File: src/rtl/fp_acc_seq.sv
// fp_acc_seq: sums a stream of IEEE-754 single-precision values into one scalar.
// Each element goes through one round trip of the pipelined fp_add. The accumulator
// is fed back as operand A, and the next element is accepted only after the sum returns.
//
// fp_add: pipelined single-precision adder with round-to-nearest-even.
// q carries the sum of a/b exactly LATENCY clocks after they change (en=1).
// Denormals are handled, and NaN results are the canonical quiet NaN.

module fp_add #(
  parameter int LATENCY = 4
) (
  input  logic        clk,
  input  logic        areset,
  input  logic        en,
  input  logic [31:0] a,
  input  logic [31:0] b,
  output logic [31:0] q
);

  logic        sa, sb, sl, ss;
  logic        a_nan, b_nan, a_inf, b_inf;
  logic [9:0]  el, es, ediff, e_n, lz, sh;
  logic [23:0] ml, ms;
  logic [26:0] ml_x, ms_x, norm;
  logic [27:0] sum;
  logic [24:0] m_r;
  logic        rnd;
  logic [7:0]  e_f;
  logic [31:0] res;

  // Right shift with guard/round/sticky. Bits shifted out are ORed into the LSB.
  function automatic logic [26:0] shr_sticky(input logic [26:0] x, input logic [9:0] d);
    logic [26:0] r;
    logic [26:0] lost;
    if (d >= 10'd27) begin
      r = {26'd0, |x};
    end else begin
      r    = x >> d;
      lost = x & ((27'd1 << d) - 27'd1);
      r    = {r[26:1], r[0] | (|lost)};
    end
    return r;
  endfunction

  function automatic logic [9:0] lzc(input logic [26:0] x);
    logic [9:0] n;
    logic       found;
    n     = 10'd27;
    found = 1'b0;
    for (int i = 26; i >= 0; i--) begin
      if (!found && x[i]) begin
        n     = 10'(26 - i);
        found = 1'b1;
      end
    end
    return n;
  endfunction

  // Combinational add: align, add/sub, normalise, round, then patch special values.
  always_comb begin
    sa    = a[31];
    sb    = b[31];
    a_nan = (&a[30:23]) & (|a[22:0]);
    b_nan = (&b[30:23]) & (|b[22:0]);
    a_inf = (&a[30:23]) & ~(|a[22:0]);
    b_inf = (&b[30:23]) & ~(|b[22:0]);
    if (a[30:0] >= b[30:0]) begin
      sl = sa;
      ss = sb;
      el = (a[30:23] == 8'd0) ? 10'd1 : {2'b00, a[30:23]};
      es = (b[30:23] == 8'd0) ? 10'd1 : {2'b00, b[30:23]};
      ml = {|a[30:23], a[22:0]};
      ms = {|b[30:23], b[22:0]};
    end else begin
      sl = sb;
      ss = sa;
      el = (b[30:23] == 8'd0) ? 10'd1 : {2'b00, b[30:23]};
      es = (a[30:23] == 8'd0) ? 10'd1 : {2'b00, a[30:23]};
      ml = {|b[30:23], b[22:0]};
      ms = {|a[30:23], a[22:0]};
    end
    ediff = el - es;
    ml_x  = {ml, 3'b000};
    ms_x  = shr_sticky({ms, 3'b000}, ediff);
    if (sl == ss) sum = {1'b0, ml_x} + {1'b0, ms_x};
    else          sum = {1'b0, ml_x} - {1'b0, ms_x};
    lz = '0;
    sh = '0;
    if (sum[27]) begin
      norm = {sum[27:2], sum[1] | sum[0]};
      e_n  = el + 10'd1;
    end else begin
      // Left shift is capped so the exponent never drops below 1 (denormal result).
      lz   = lzc(sum[26:0]);
      sh   = (lz > el - 10'd1) ? el - 10'd1 : lz;
      norm = sum[26:0] << sh;
      e_n  = el - sh;
    end
    rnd = norm[2] & (norm[3] | norm[1] | norm[0]);
    m_r = {1'b0, norm[26:3]} + {24'd0, rnd};
    if (m_r[24]) begin
      m_r = {1'b0, m_r[24:1]};
      e_n = e_n + 10'd1;
    end
    // No hidden bit means the result is denormal. Rounding into bit 23 promotes it to exponent 1.
    e_f = m_r[23] ? e_n[7:0] : 8'd0;
    if (a_nan | b_nan | (a_inf & b_inf & (sa ^ sb))) res = 32'h7FC00000;
    else if (a_inf)                                   res = a;
    else if (b_inf)                                   res = b;
    else if (sum == 28'd0)                            res = {sl & ss, 31'd0};
    else if (m_r[23] && (e_n >= 10'd255))             res = {sl, 8'hFF, 23'd0};
    else                                              res = {sl, e_f, m_r[22:0]};
  end

  if (LATENCY == 0) begin : g_comb
    assign q = res;
  end else begin : g_pipe
    logic [31:0] pipe_q [LATENCY];
    // Delay line that models the IP pipeline depth.
    always_ff @(posedge clk or posedge areset) begin
      if (areset) begin
        for (int i = 0; i < LATENCY; i++) pipe_q[i] <= '0;
      end else if (en) begin
        pipe_q[0] <= res;
        for (int i = 1; i < LATENCY; i++) pipe_q[i] <= pipe_q[i-1];
      end
    end
    assign q = pipe_q[LATENCY-1];
  end

endmodule

// state  | meaning
// IDLE   | waiting for start; out_data keeps the last result
// ACCEPT | in_ready high, waiting for the next element
// WAIT   | operands held on fp_add until its sum returns
// DONE   | out_valid high until out_ready

module fp_acc_seq #(
  parameter int ADD_LATENCY = 4,
  parameter int CNT_W       = 16
) (
  input  logic             clk,
  input  logic             areset_n,
  input  logic             start,
  input  logic [CNT_W-1:0] len,
  input  logic             in_valid,
  input  logic [31:0]      in_data,
  output logic             in_ready,
  output logic             out_valid,
  output logic [31:0]      out_data,
  input  logic             out_ready,
  output logic             busy
);

  localparam int WCNT_W = ($clog2(ADD_LATENCY + 1) < 1) ? 1 : $clog2(ADD_LATENCY + 1);

  typedef enum logic [1:0] {S_IDLE, S_ACCEPT, S_WAIT, S_DONE} state_t;

  state_t            state_q;
  logic [31:0]       acc_q, opa_q, opb_q, out_data_q;
  logic [CNT_W-1:0]  rem_q;
  logic [WCNT_W-1:0] wcnt_q;
  logic              in_ready_q, out_valid_q, busy_q;
  logic [31:0]       add_q;

  fp_add #(.LATENCY(ADD_LATENCY)) u_add (
    .clk    (clk),
    .areset (~areset_n),
    .en     (1'b1),
    .a      (opa_q),
    .b      (opb_q),
    .q      (add_q)
  );

  // Sequencer with registered handshake outputs. The sum is captured when the wait counter hits the adder latency.
  always_ff @(posedge clk or negedge areset_n) begin
    if (!areset_n) begin
      state_q     <= S_IDLE;
      acc_q       <= '0;
      opa_q       <= '0;
      opb_q       <= '0;
      out_data_q  <= '0;
      rem_q       <= '0;
      wcnt_q      <= '0;
      in_ready_q  <= 1'b0;
      out_valid_q <= 1'b0;
      busy_q      <= 1'b0;
    end else begin
      case (state_q)
        S_IDLE: begin
          if (start) begin
            acc_q  <= '0;
            busy_q <= 1'b1;
            if (len != '0) begin
              rem_q      <= len;
              in_ready_q <= 1'b1;
              state_q    <= S_ACCEPT;
            end else begin
              out_data_q  <= '0;
              out_valid_q <= 1'b1;
              state_q     <= S_DONE;
            end
          end
        end
        S_ACCEPT: begin
          if (in_valid) begin
            opa_q      <= acc_q;
            opb_q      <= in_data;
            rem_q      <= rem_q - CNT_W'(1);
            wcnt_q     <= '0;
            in_ready_q <= 1'b0;
            state_q    <= S_WAIT;
          end
        end
        S_WAIT: begin
          wcnt_q <= wcnt_q + WCNT_W'(1);
          if (wcnt_q == WCNT_W'(ADD_LATENCY)) begin
            acc_q <= add_q;
            if (rem_q == '0) begin
              out_data_q  <= add_q;
              out_valid_q <= 1'b1;
              state_q     <= S_DONE;
            end else begin
              in_ready_q <= 1'b1;
              state_q    <= S_ACCEPT;
            end
          end
        end
        S_DONE: begin
          if (out_ready) begin
            out_valid_q <= 1'b0;
            busy_q      <= 1'b0;
            state_q     <= S_IDLE;
          end
        end
        default: state_q <= S_IDLE;
      endcase
    end
  end

  assign in_ready  = in_ready_q;
  assign out_valid = out_valid_q;
  assign out_data  = out_data_q;
  assign busy      = busy_q;

endmodule
File: config.mk
export PLATFORM = sky130hd
export DESIGN_NAME = fp_acc_seq
export DESIGN_NICKNAME = d
export VERILOG_FILES = /design/src/rtl/fp_acc_seq.sv
export SDC_FILE = /design/constraint.sdc
export NUM_CORES = 1
export LEC_CHECK = 0
export CAP_MARGIN = 20
export CORE_ASPECT_RATIO = 1.25
export CORE_MARGIN = 8
export CORE_UTILIZATION = 46
export CTS_CLUSTER_DIAMETER = 150
export CTS_CLUSTER_SIZE = 8
export DETAILED_ROUTE_END_ITERATION = 10
export HOLD_SLACK_MARGIN = 0.06
export MAX_ROUTING_LAYER = met4
export PLACE_DENSITY = 0.63
export SLEW_MARGIN = 30
export SYNTH_ARGS = -nofsm -noshare
export SYNTH_HDL_FRONTEND = slang
export SYNTH_HIERARCHICAL = 1
export SYNTH_SLANG_ARGS = --single-unit
File: constraint.sdc
create_clock -name clk -period 16.8 [get_ports clk]
set_input_delay 3.36 -clock clk [delete_from_list [all_inputs] [get_ports clk]]
set_output_delay 3.36 -clock clk [all_outputs]
set_load 0.03 [all_outputs]
## After elaboration in Yosys (flattened, before gate mapping)

Index checks and enable logic that the tools add are counted.

| word-level totals | value |
|---|---|
| register bits after elaboration | 280 |
| logic and storage cells | 281 |

| operators by class | value |
|---|---|
| add/subtract/negate cells | 11 |
| magnitude comparators | 4 |
| equality and inequality tests | 13 |
| shift operators | 3 |
| multiplexer cells | 136 |
| bitwise logic cells | 18 |
| reductions and logical operators | 82 |

Operator list:

| operator | count |
|---|---|
| 2-to-1 mux 32 bit | 10 |
| 2-to-1 mux 5 bit | 27 |
| case mux 32 bit (2 select lines) | 2 |
| 2-to-1 mux 24 bit | 3 |
| 2-to-1 mux 1 bit | 65 |
| 2-to-1 mux 10 bit | 6 |
| 2-to-1 mux 27 bit | 2 |
| 2-to-1 mux 16 bit | 3 |
| OR reduction 23 bit | 2 |
| case mux 16 bit (2 select lines) | 1 |
| >= comparator 31 bit | 1 |
| 2-to-1 mux 31 bit | 1 |
| adder 27 x 27 -> 28 bit | 1 |
| logical NOT 28 bit | 1 |
| 2-to-1 mux 28 bit | 1 |
| subtractor 27 x 27 -> 28 bit | 1 |
| AND 27 bit | 1 |
| logical AND 1 bit | 27 |
| OR reduction 27 bit | 1 |
| left shift 1 x 10 -> 27 bit (first input constant) | 1 |
| left shift 27 x 10 -> 27 bit | 1 |
| >> shifter 27 x 10 -> 27 bit | 1 |
| subtractor 27 x 1 -> 27 bit (second input constant) | 1 |
| logical NOT 1 bit | 26 |
| 39 further kinds | 81 |

## Logic depth before layout (Yosys ltp)

| depth | value |
|---|---|
| word-level depth | 134 |
| mapped depth | 81 |
| mapped depth without buffers | 72 |

## By module

Netlist, hierarchy kept.

By module, submodules not included:

| module | instances | cells each | area an instance (µm²) | seq. area each (µm²) |
|---|---|---|---|---|
| fp_add | 1 | 2347 | 17713.2 | 3203.1 |
| fp_acc_seq | 1 | 530 | 6379.9 | 3803.6 |

## Least setup slack after synthesis

Ideal clock, no wire load.

| timing path | value |
|---|---|
| kind | register to register |
| start point | register opb_q[25] |
| end point | register u_add/g_pipe.pipe_q[112] (netlist name) |
| setup time | 130 ps |
| arrival time | 15892 ps |
| data required time | 16670 ps |
| slack | 779 ps |
| stages on the path, launching flop included | 73 |
| path buffers | 12 |
| clock period less this slack | 16021 ps |
| cell sequence | dfrtp_1 > inv_1 > ha_1 > nand4_1 > nor4_4 > nand3_1 > and4_1 > buf_2 > nand2_2 > buf_4 > buf_2 > buf_1 > clkbuf_1 > clkbuf_1 > clkbuf_1 > a21oi_1 > fa_1 > and3b_1 > (+37 left out) > buf_2 > ha_1 > fa_1 > nor2b_1 > o21ai_0 > nand2b_1 > and2_1 > or3_1 > o21ai_0 > xnor2_1 > nor4_1 > and2_1 > nand3_1 > nor4_2 > mux2i_1 > o21a_4 > buf_6 > o22ai_1 |

| on the way | value |
|---|---|
| cells in the longest elaborated chain, start to end | 134 |

Ends and longest elaborated chain:

| item | RTL line | text |
|---|---|---|
| start: declaration | 161 | `logic [31:0] acc_q, opa_q, opb_q, out_data_q;` |
| start signal: assignment | 209 | `opb_q <= in_data;` |
| branches (longest 133 deep; another with >= comparator 31 bit) | n/a |  |
| 2-to-1 mux 32 bit * | 107 | `if (a_nan \| b_nan \| (a_inf & b_inf & (sa ^ sb))) res = 32'h7FC00000;` |
| end: declaration | 118 | `logic [31:0] pipe_q [LATENCY];` |

Every way passes the cells marked *. The select of a mux whose other input is x is not followed.
A chain may end at the register's enable or synchronous reset.

## Worst setup path in the final report

| timing path | value |
|---|---|
| start point | register opb_q[22] |
| end point | register u_add/g_pipe.pipe_q[108] (netlist name) |

| on the way | value |
|---|---|
| cells in the longest elaborated chain, start to end | 133 |

Ends and longest elaborated chain:

| item | RTL line | text |
|---|---|---|
| >= comparator 31 bit | 67 | `if (a[30:0] >= b[30:0]) begin` |
| 2-to-1 mux 10 bit | 67 |  |
| subtractor 10 bit | 82 | `ediff = el - es;` |
| left shift 1 x 10 -> 27 bit | 39 | `lost = x & ((27'd1 << d) - 27'd1);` |
| subtractor 27 x 1 -> 27 bit | 39 |  |
| AND 27 bit | 39 |  |
| OR reduction 27 bit | 40 | `r = {r[26:1], r[0] \| (\|lost)};` |
| OR 1 bit | 40 |  |
| (+117 left out) | n/a |  |
| 2-to-1 mux 10 bit | 101 | `if (m_r[24]) begin` |
| >= comparator 10 x 8 -> 1 bit | 111 | `else if (m_r[23] && (e_n >= 10'd255)) res = {sl, 8'hFF, 23'd0};` |
| logical AND 1 bit | 111 |  |
| 2-to-1 mux 31 bit | 111 |  |
| 2-to-1 mux 32 bit | 110 | `else if (sum == 28'd0) res = {sl & ss, 31'd0};` |
| 2-to-1 mux 32 bit | 109 | `else if (b_inf) res = b;` |
| 2-to-1 mux 32 bit | 108 | `else if (a_inf) res = a;` |
| 2-to-1 mux 32 bit * | 107 |  |

Every way passes the cells marked *; elsewhere a longest branch is shown, timed or not. The select of a mux whose other input is x is not followed.

==> flow_metrics.py <==
metrics = {
    "setup_path": {
        "r2r_setup_slack_ns": 0.80,
        "regToRegStartpoint": "opb_q[22]$_DFFE_PN0P_",
        "rr_endpoint": "u_add/g_pipe.pipe_q[108]$_DFFE_PP0P_",
        "start_kind": "register",
        "worstPathRequired_ns": 17.20,
        "cp_max_fo": 17,
        "crit_type": "register to register",
        "rr_worst_depth": 58,
        "cp_slowest_stage_delay_ns": 0.64,
        "endpoint_kind": "register",
        "worst_ep_arrival_time_ns": 16.40,
        "crit_slowest_cell": "or4b_4",
    },
    "global_route": {
        "grt_use_total_pct": 32.1,
        "grt_overflow": 0,
        "grt_pass1_wl_mm": 145,
        "antenna_found_initial": 0,
        "first_global_vias": 23100,
        "grt_max_degree": 92,
    },
    "route": {
        "vias": 23600,
        "viasPerCell": 6.58,
        "ant_nets": 0,
        "post_drt_wl_per_cell_um": 26.8,
        "drt_iter0_drc": 2477,
        "dr.pass1.iters": 6,
        "drc_errors": 0,
        "postRouteWirelength_mm": 96.0,
    },
    "timing": {
        "post-route-period-util_pct": 95.2,
        "finalHoldViolCount": 0,
        "min_period_ns": 16.00,
        "slew_viol_final": 0,
        "setup-violations-final": 0,
        "worst_slew_pin_slew_ns": 1.07,
        "skew_ns": 0.0240,
        "fmax_ghz": 0.0625,
        "slew-limit-headroom_pct": 27.7,
        "rsz0062_at_grt": "false",
        "setup-tns-final_ns": 0,
        "timing.hold.ws_ns": 0.459,
    },
    "final_layout": {
        "area_growth_pct": 11.3,
        "layout-drive-gt1-share_pct": 15.7,
        "stdcell_area_sq_mm": 0.0268,
        "fin_nets": 3072,
        "diodes": 0,
        "fillers": 4954,
    },
    "synth": {
        "yosys.area.top_type": "dfrtp_1",
        "yosys-top-cells-area": "dfrtp_1, mux2_2, ha_1, nand2_1, a21oi_1",
        "ys_seq_elements": 280,
        "synthTopCellsByCount": "nand2_1, dfrtp_1, nor2_1, a21oi_1, mux2_2",
        "syn_inst": 2877,
        "netlist_area_sq_mm": 0.0241,
        "avgSynthCellArea_sq_um": 8.37,
        "synth_top_area_share_pct": 29.1,
        "yosysWarnings": 6,
        "ys_types": 126,
        "yosysMostFrequentCell": "nand2_1",
        "synth_edf_count": 0,
        "ys.flop_type": "dfrtp_1",
        "ys_seq_area_share_pct": 29.1,
        "async_flop_share_pct": 100,
    },
    "die": {
        "core.rowCount": 94,
        "coreArea_sq_mm": 0.0522,
        "dieArea_sq_mm": 0.0600,
        "fp.dieW_um": 221,
        "top_level_ports": 88,
        "start_util_pct": 46.1,
        "die_h_um": 272,
    },
    "clock_network": {
        "cts_tree": "built",
        "clock_latency_ns": 0.53,
        "root_buffer": "clkbuf_16",
        "cts_made_buffers": 40,
        "path_clk_slew_ns": 0.05,
        "cts_hold_buf": 0,
        "cts.sinks": 280,
        "htree_levels": 2,
        "clk_path_buf_depth": 3,
    },
    "min_path": {
        "min_to": "acc_q[31]$_DFFE_PN0P_",
        "hold_start": "acc_q[31]$_DFFE_PN0P_",
        "holdPathStages": 2,
        "hp-class": "register to register",
    },
    "placement": {
        "dp_hpwl_mm": 74.1,
        "io_buffers": 87,
        "gp_congestion": 0.986,
        "dpl_cell_area_sq_mm": 0.0255,
    },
    "run": {
        "maxCapViolations": 0,
    },
    "outcome": {
        "status": "completed",
    },
}
==> layout make-up <==
cell class / instances / area [sq um] / area share (%)
well taps: 672 / 841 / 3.14
multi-input cells: 2253 / 15700 / 58.6
repair buffers: 188 / 1640 / 6.12
inverters: 147 / 554 / 2.07
flip-flops and latches: 280 / 7010 / 26.1
clock buffers: 40 / 1000 / 3.73
clock inverters: 2 / 50.0 / 0.187
==> critical path, delay by kind of cell, from the launching register on <==
kind	cells	cell delay [ns]
AO/OA/AOI/OAI	29	8.34
adder cells (fa/ha/maj)	5	1.39
buffers and inverters	6	0.86
flip-flops	1	0.46
multiplexers	2	0.65
AND/OR/NAND/NOR	16	4.10
==> sequential cells by signal, indices dropped and copies added, names as in the netlist <==
name	flops
acc_q	32
busy	1
in_ready	1
opa_q	32
opb_q	32
out_data	32
out_valid	1
rem_q	16
state_q	2
u_add/g_pipe.pipe_q	96
u_add/q	32
wcnt_q	3
==> how the worst max path moves through the flow <==
stage,from,endpoint,slack (ns),cells after the start
floorplan,opb_q[25]$_DFFE_PN0P_,u_add/g_pipe.pipe_q[112]$_DFFE_PP0P_,0.78,72
global placement,opb_q[16]$_DFFE_PN0P_,u_add/g_pipe.pipe_q[112]$_DFFE_PP0P_,0.29,70
detailed placement,opb_q[16]$_DFFE_PN0P_,u_add/g_pipe.pipe_q[115]$_DFFE_PP0P_,0.02,70
CTS,opb_q[16]$_DFFE_PN0P_,u_add/g_pipe.pipe_q[108]$_DFFE_PP0P_,0.14,70
global route,opb_q[30]$_DFFE_PN0P_,u_add/g_pipe.pipe_q[115]$_DFFE_PP0P_,0.04,60
finish,opb_q[22]$_DFFE_PN0P_,u_add/g_pipe.pipe_q[108]$_DFFE_PP0P_,0.80,58
==> cells by family after synthesis <==
kind of cell	after synthesis	share of synthesized area (%)
fa+ha+maj	109	5.75
simple gates	1024	21.2
buf+inv	349	6.60
xor+xnor	69	2.51
mux	250	11.7
other cells	1	0.0156
flops	280	29.1
compound gates	795	23.1
==> layer usage <==
metal,part of all wire (%),GRT usage (%),up-vias
met1,41,40.2,11500
met5,0,-,-
li1,-,-,10600
met3,5.7,2.81,274
met4,5.6,14.5,0
met2,48,52.4,1101
==> metrics by stage <==
step | util [%] | instances | setup slack (ns)
floorplan | - | 2880 | 0.779
global placement | 48.8 | 3526 | 0.291
detailed placement | 48.8 | 3527 | 0.0238
CTS | 50.9 | 3569 | 0.136
global route | 51.3 | 3582 | 0.0412
finish | 51.3 | 3582 | 0.802
==> layout by cell type (no fill, tap or decap), drive strengths merged, types with 96 or more instances in the layout <==
cell type / count
nand2: 303
ha: 106
buf: 102
nand3: 113
nor2: 236
inv: 147
o21ai: 164
mux2: 183
dfrtp: 280
a21oi: 193
nor3: 96
==> what timing repair did <==
item	CTS	global route
setup buffers	0	11
endpoints found under the setup margin	16	31
hold endpoints to repair	0	0
gates cloned	0	2
pin swaps	0	4
gates resized for setup	1	24
Power is left out: the tool's default activity adds up to more than one toggle a clock period on the data nets, which glitch-free logic cannot reach.
==> patch, RTL diff (same flow settings) <==
Encoding of `state_t`: now one-hot (4 bits for 4 states).
--- a/src/rtl/fp_acc_seq.sv
+++ b/src/rtl/fp_acc_seq.sv
@@ -155,7 +155,7 @@
 
   localparam int WCNT_W = ($clog2(ADD_LATENCY + 1) < 1) ? 1 : $clog2(ADD_LATENCY + 1);
 
-  typedef enum logic [1:0] {S_IDLE, S_ACCEPT, S_WAIT, S_DONE} state_t;
+  typedef enum logic [3:0] {S_IDLE = 4'b0001, S_ACCEPT = 4'b0010, S_WAIT = 4'b0100, S_DONE = 4'b1000} state_t;
 
   state_t            state_q;
   logic [31:0]       acc_q, opa_q, opb_q, out_data_q;
Behaviour: same outputs for any inputs over 4 cycles, from zero or initial values and one cycle with areset_n low; so few cycles prove little.
==> patch against the unedited design <==
Final area barely moved. Worst hold slack better by 0.036 ns. Area after synthesis decreased by 0.39%. Non-clock buffer count decreased by 8. Critical endpoint is now u_add/g_pipe.pipe_q[109]$_DFFE_PP0P_. Maximum frequency rose by 1.4%. Synthesized cell count down 1.8%. Sequential share of layout area rose by 0.20 points. Sequential cell count up 2. Setup slack better by 0.21 ns. Routed wire length decreased by 1.2%. Global-route usage shrank 0.74 points.
Power is not shown: default switching activity piles up to over one toggle a cycle in this logic, so the estimate is an artifact.
==> patch: results (changes against the unedited design) <==
{
  "via_count_of_the_first_global_routing_pass": {"value": 22600, "change": "-1.8%"},
  "wire_per_inst": {"value": 26.9, "unit": "um", "change": "+0.26%"},
  "gp_congestion": {"value": 1.03, "change": "+4.1%"},
  "wl_met3": {"value": 5.75, "unit": "mm", "change": "+5.2%"},
  "metal_1_wl": {"value": 38.9, "unit": "mm", "change": "-0.50%"},
  "yosysSeqAreaShare": {"value": 29.4, "unit": "%", "change": "+0.33 points"},
  "post_synth_num_cell_types": {"value": 118, "change": "-6.3%"},
  "final_nets": {"value": 3018, "change": "-1.8%"},
  "via_density_per_instance": {"value": 6.61, "change": "+0.56%"},
  "regToRegEndpoint": "u_add/g_pipe.pipe_q[109]$_DFFE_PP0P_",
  "path_clk_slew": {"value": 0.05, "unit": "ns", "change": "about the same"},
  "gr-usage-all-layers": {"value": 31.4, "unit": "%", "change": "-0.74 points"},
  "tightestPinTransition": {"value": 1.02, "unit": "ns", "change": "-0.0575 ns"},
  "worstPathMaxFanout": {"value": 16, "change": "-1"},
  "ff2ff_setup_slack": {"value": 1.02, "unit": "ns", "change": "+0.21 ns"},
  "dp_hpwl": {"value": 72.9, "unit": "mm", "change": "-1.6%"},
  "run_status": "finished, final reports clean",
  "wl": {"value": 94.9, "unit": "mm", "change": "-1.2%"},
  "cts_inserted_buffers": {"value": 41, "change": "+2.5%"},
  "timing.hold.worst_endpoint": "acc_q[0]$_DFFE_PN0P_",
  "path_delay_family": "simple AND/OR/NAND/NOR gates",
  "grt_pass1_wl": {"value": 142, "unit": "mm", "change": "-1.9%"},
  "crit_path_max_incr_delay": {"value": 0.58, "unit": "ns", "change": "-0.06 ns"},
  "detail_route.iter0.violations": {"value": 2210, "change": "-11%"},
  "critical_path.reg2reg.startpoint": "opb_q[18]$_DFFE_PN0P_",
  "placed_cells": {"value": 3467, "change": "-1.7%"},
  "post_route_cells_drive_above_1_share": {"value": 16.0, "unit": "%", "change": "+0.21 points"},
  "synth.cells.most_frequent": "dfrtp_1 (281), nand2_1 (245), nor2_1 (233), a21oi_1 (199), mux2_2 (180)",
  "reg2reg_depth": {"value": 66, "change": "+14%"},
  "detail_route.first_pass.iterations": {"value": 6, "change": "unchanged"},
  "min_from": "acc_q[0]$_DFFE_PN0P_",
  "post_synth.cell_area_avg": {"value": 8.49, "unit": "um^2", "change": "+1.4%"}
}
==> patch: routing by layer <==
layer | up-vias | track usage, %
li1 | 10500 | -
met4 | 0 | 13.3
met5 | - | -
met1 | 11500 | 39.1
met2 | 1075 | 51.3
met3 | 268 | 3.25
==> patch: worst reg2reg max path, delay by kind of cell, from the launching register on <==
kind / cells / cell delay, ns
AND/OR/NAND/NOR: 26 / 5.86
XOR/XNOR: 1 / 0.17
multiplexers: 3 / 1.01
buffers and inverters: 6 / 0.93
adder cells (fa/ha/maj): 7 / 2.20
flip-flops: 1 / 0.41
AO/OA/AOI/OAI: 23 / 5.04
==> patch: cells by family (layout without fill, tap and decap cells) <==
kind of cell / count (synthesis) / in the layout / synth area share [%]
compound gates: 835 / 836 / 24.4
xor+xnor: 69 / 69 / 2.52
fa+ha+maj: 109 / 109 / 5.78
buf+inv: 347 / 381 / 6.43
flops: 282 / 282 / 29.4
mux: 248 / 248 / 11.6
other cells: 1 / 4 / 0.0156
simple gates: 935 / 936 / 19.8
==> patch: final cells by class <==
cell class,count,area (um^2)
fill,4906,24700
multi-input combinational,2202,15600
sequential,282,7060
timing repair buffer,180,1590
clock buffer,48,1050
tap,665,832
inverter,149,566
clock inverter,4,75.1
==> patch: what timing repair did <==
action                                  CTS  global route
pin swaps                                 0             6
hold endpoints to repair                  0             0
endpoints found under the setup margin   31            31
buffers inserted                          0             8
cloned                                    0             2
gates resized for setup                   3            29
==> patch: stage by stage <==
step / setup slack, ns / hold WS [ns]
after floorplan: 0.779 / 0.462
after global placement: 0.207 / 0.477
after detailed placement: -0.189 / 0.480
after CTS: 0.0843 / 0.494
after global routing: -0.0000195 / 0.508
final: 1.02 / 0.495
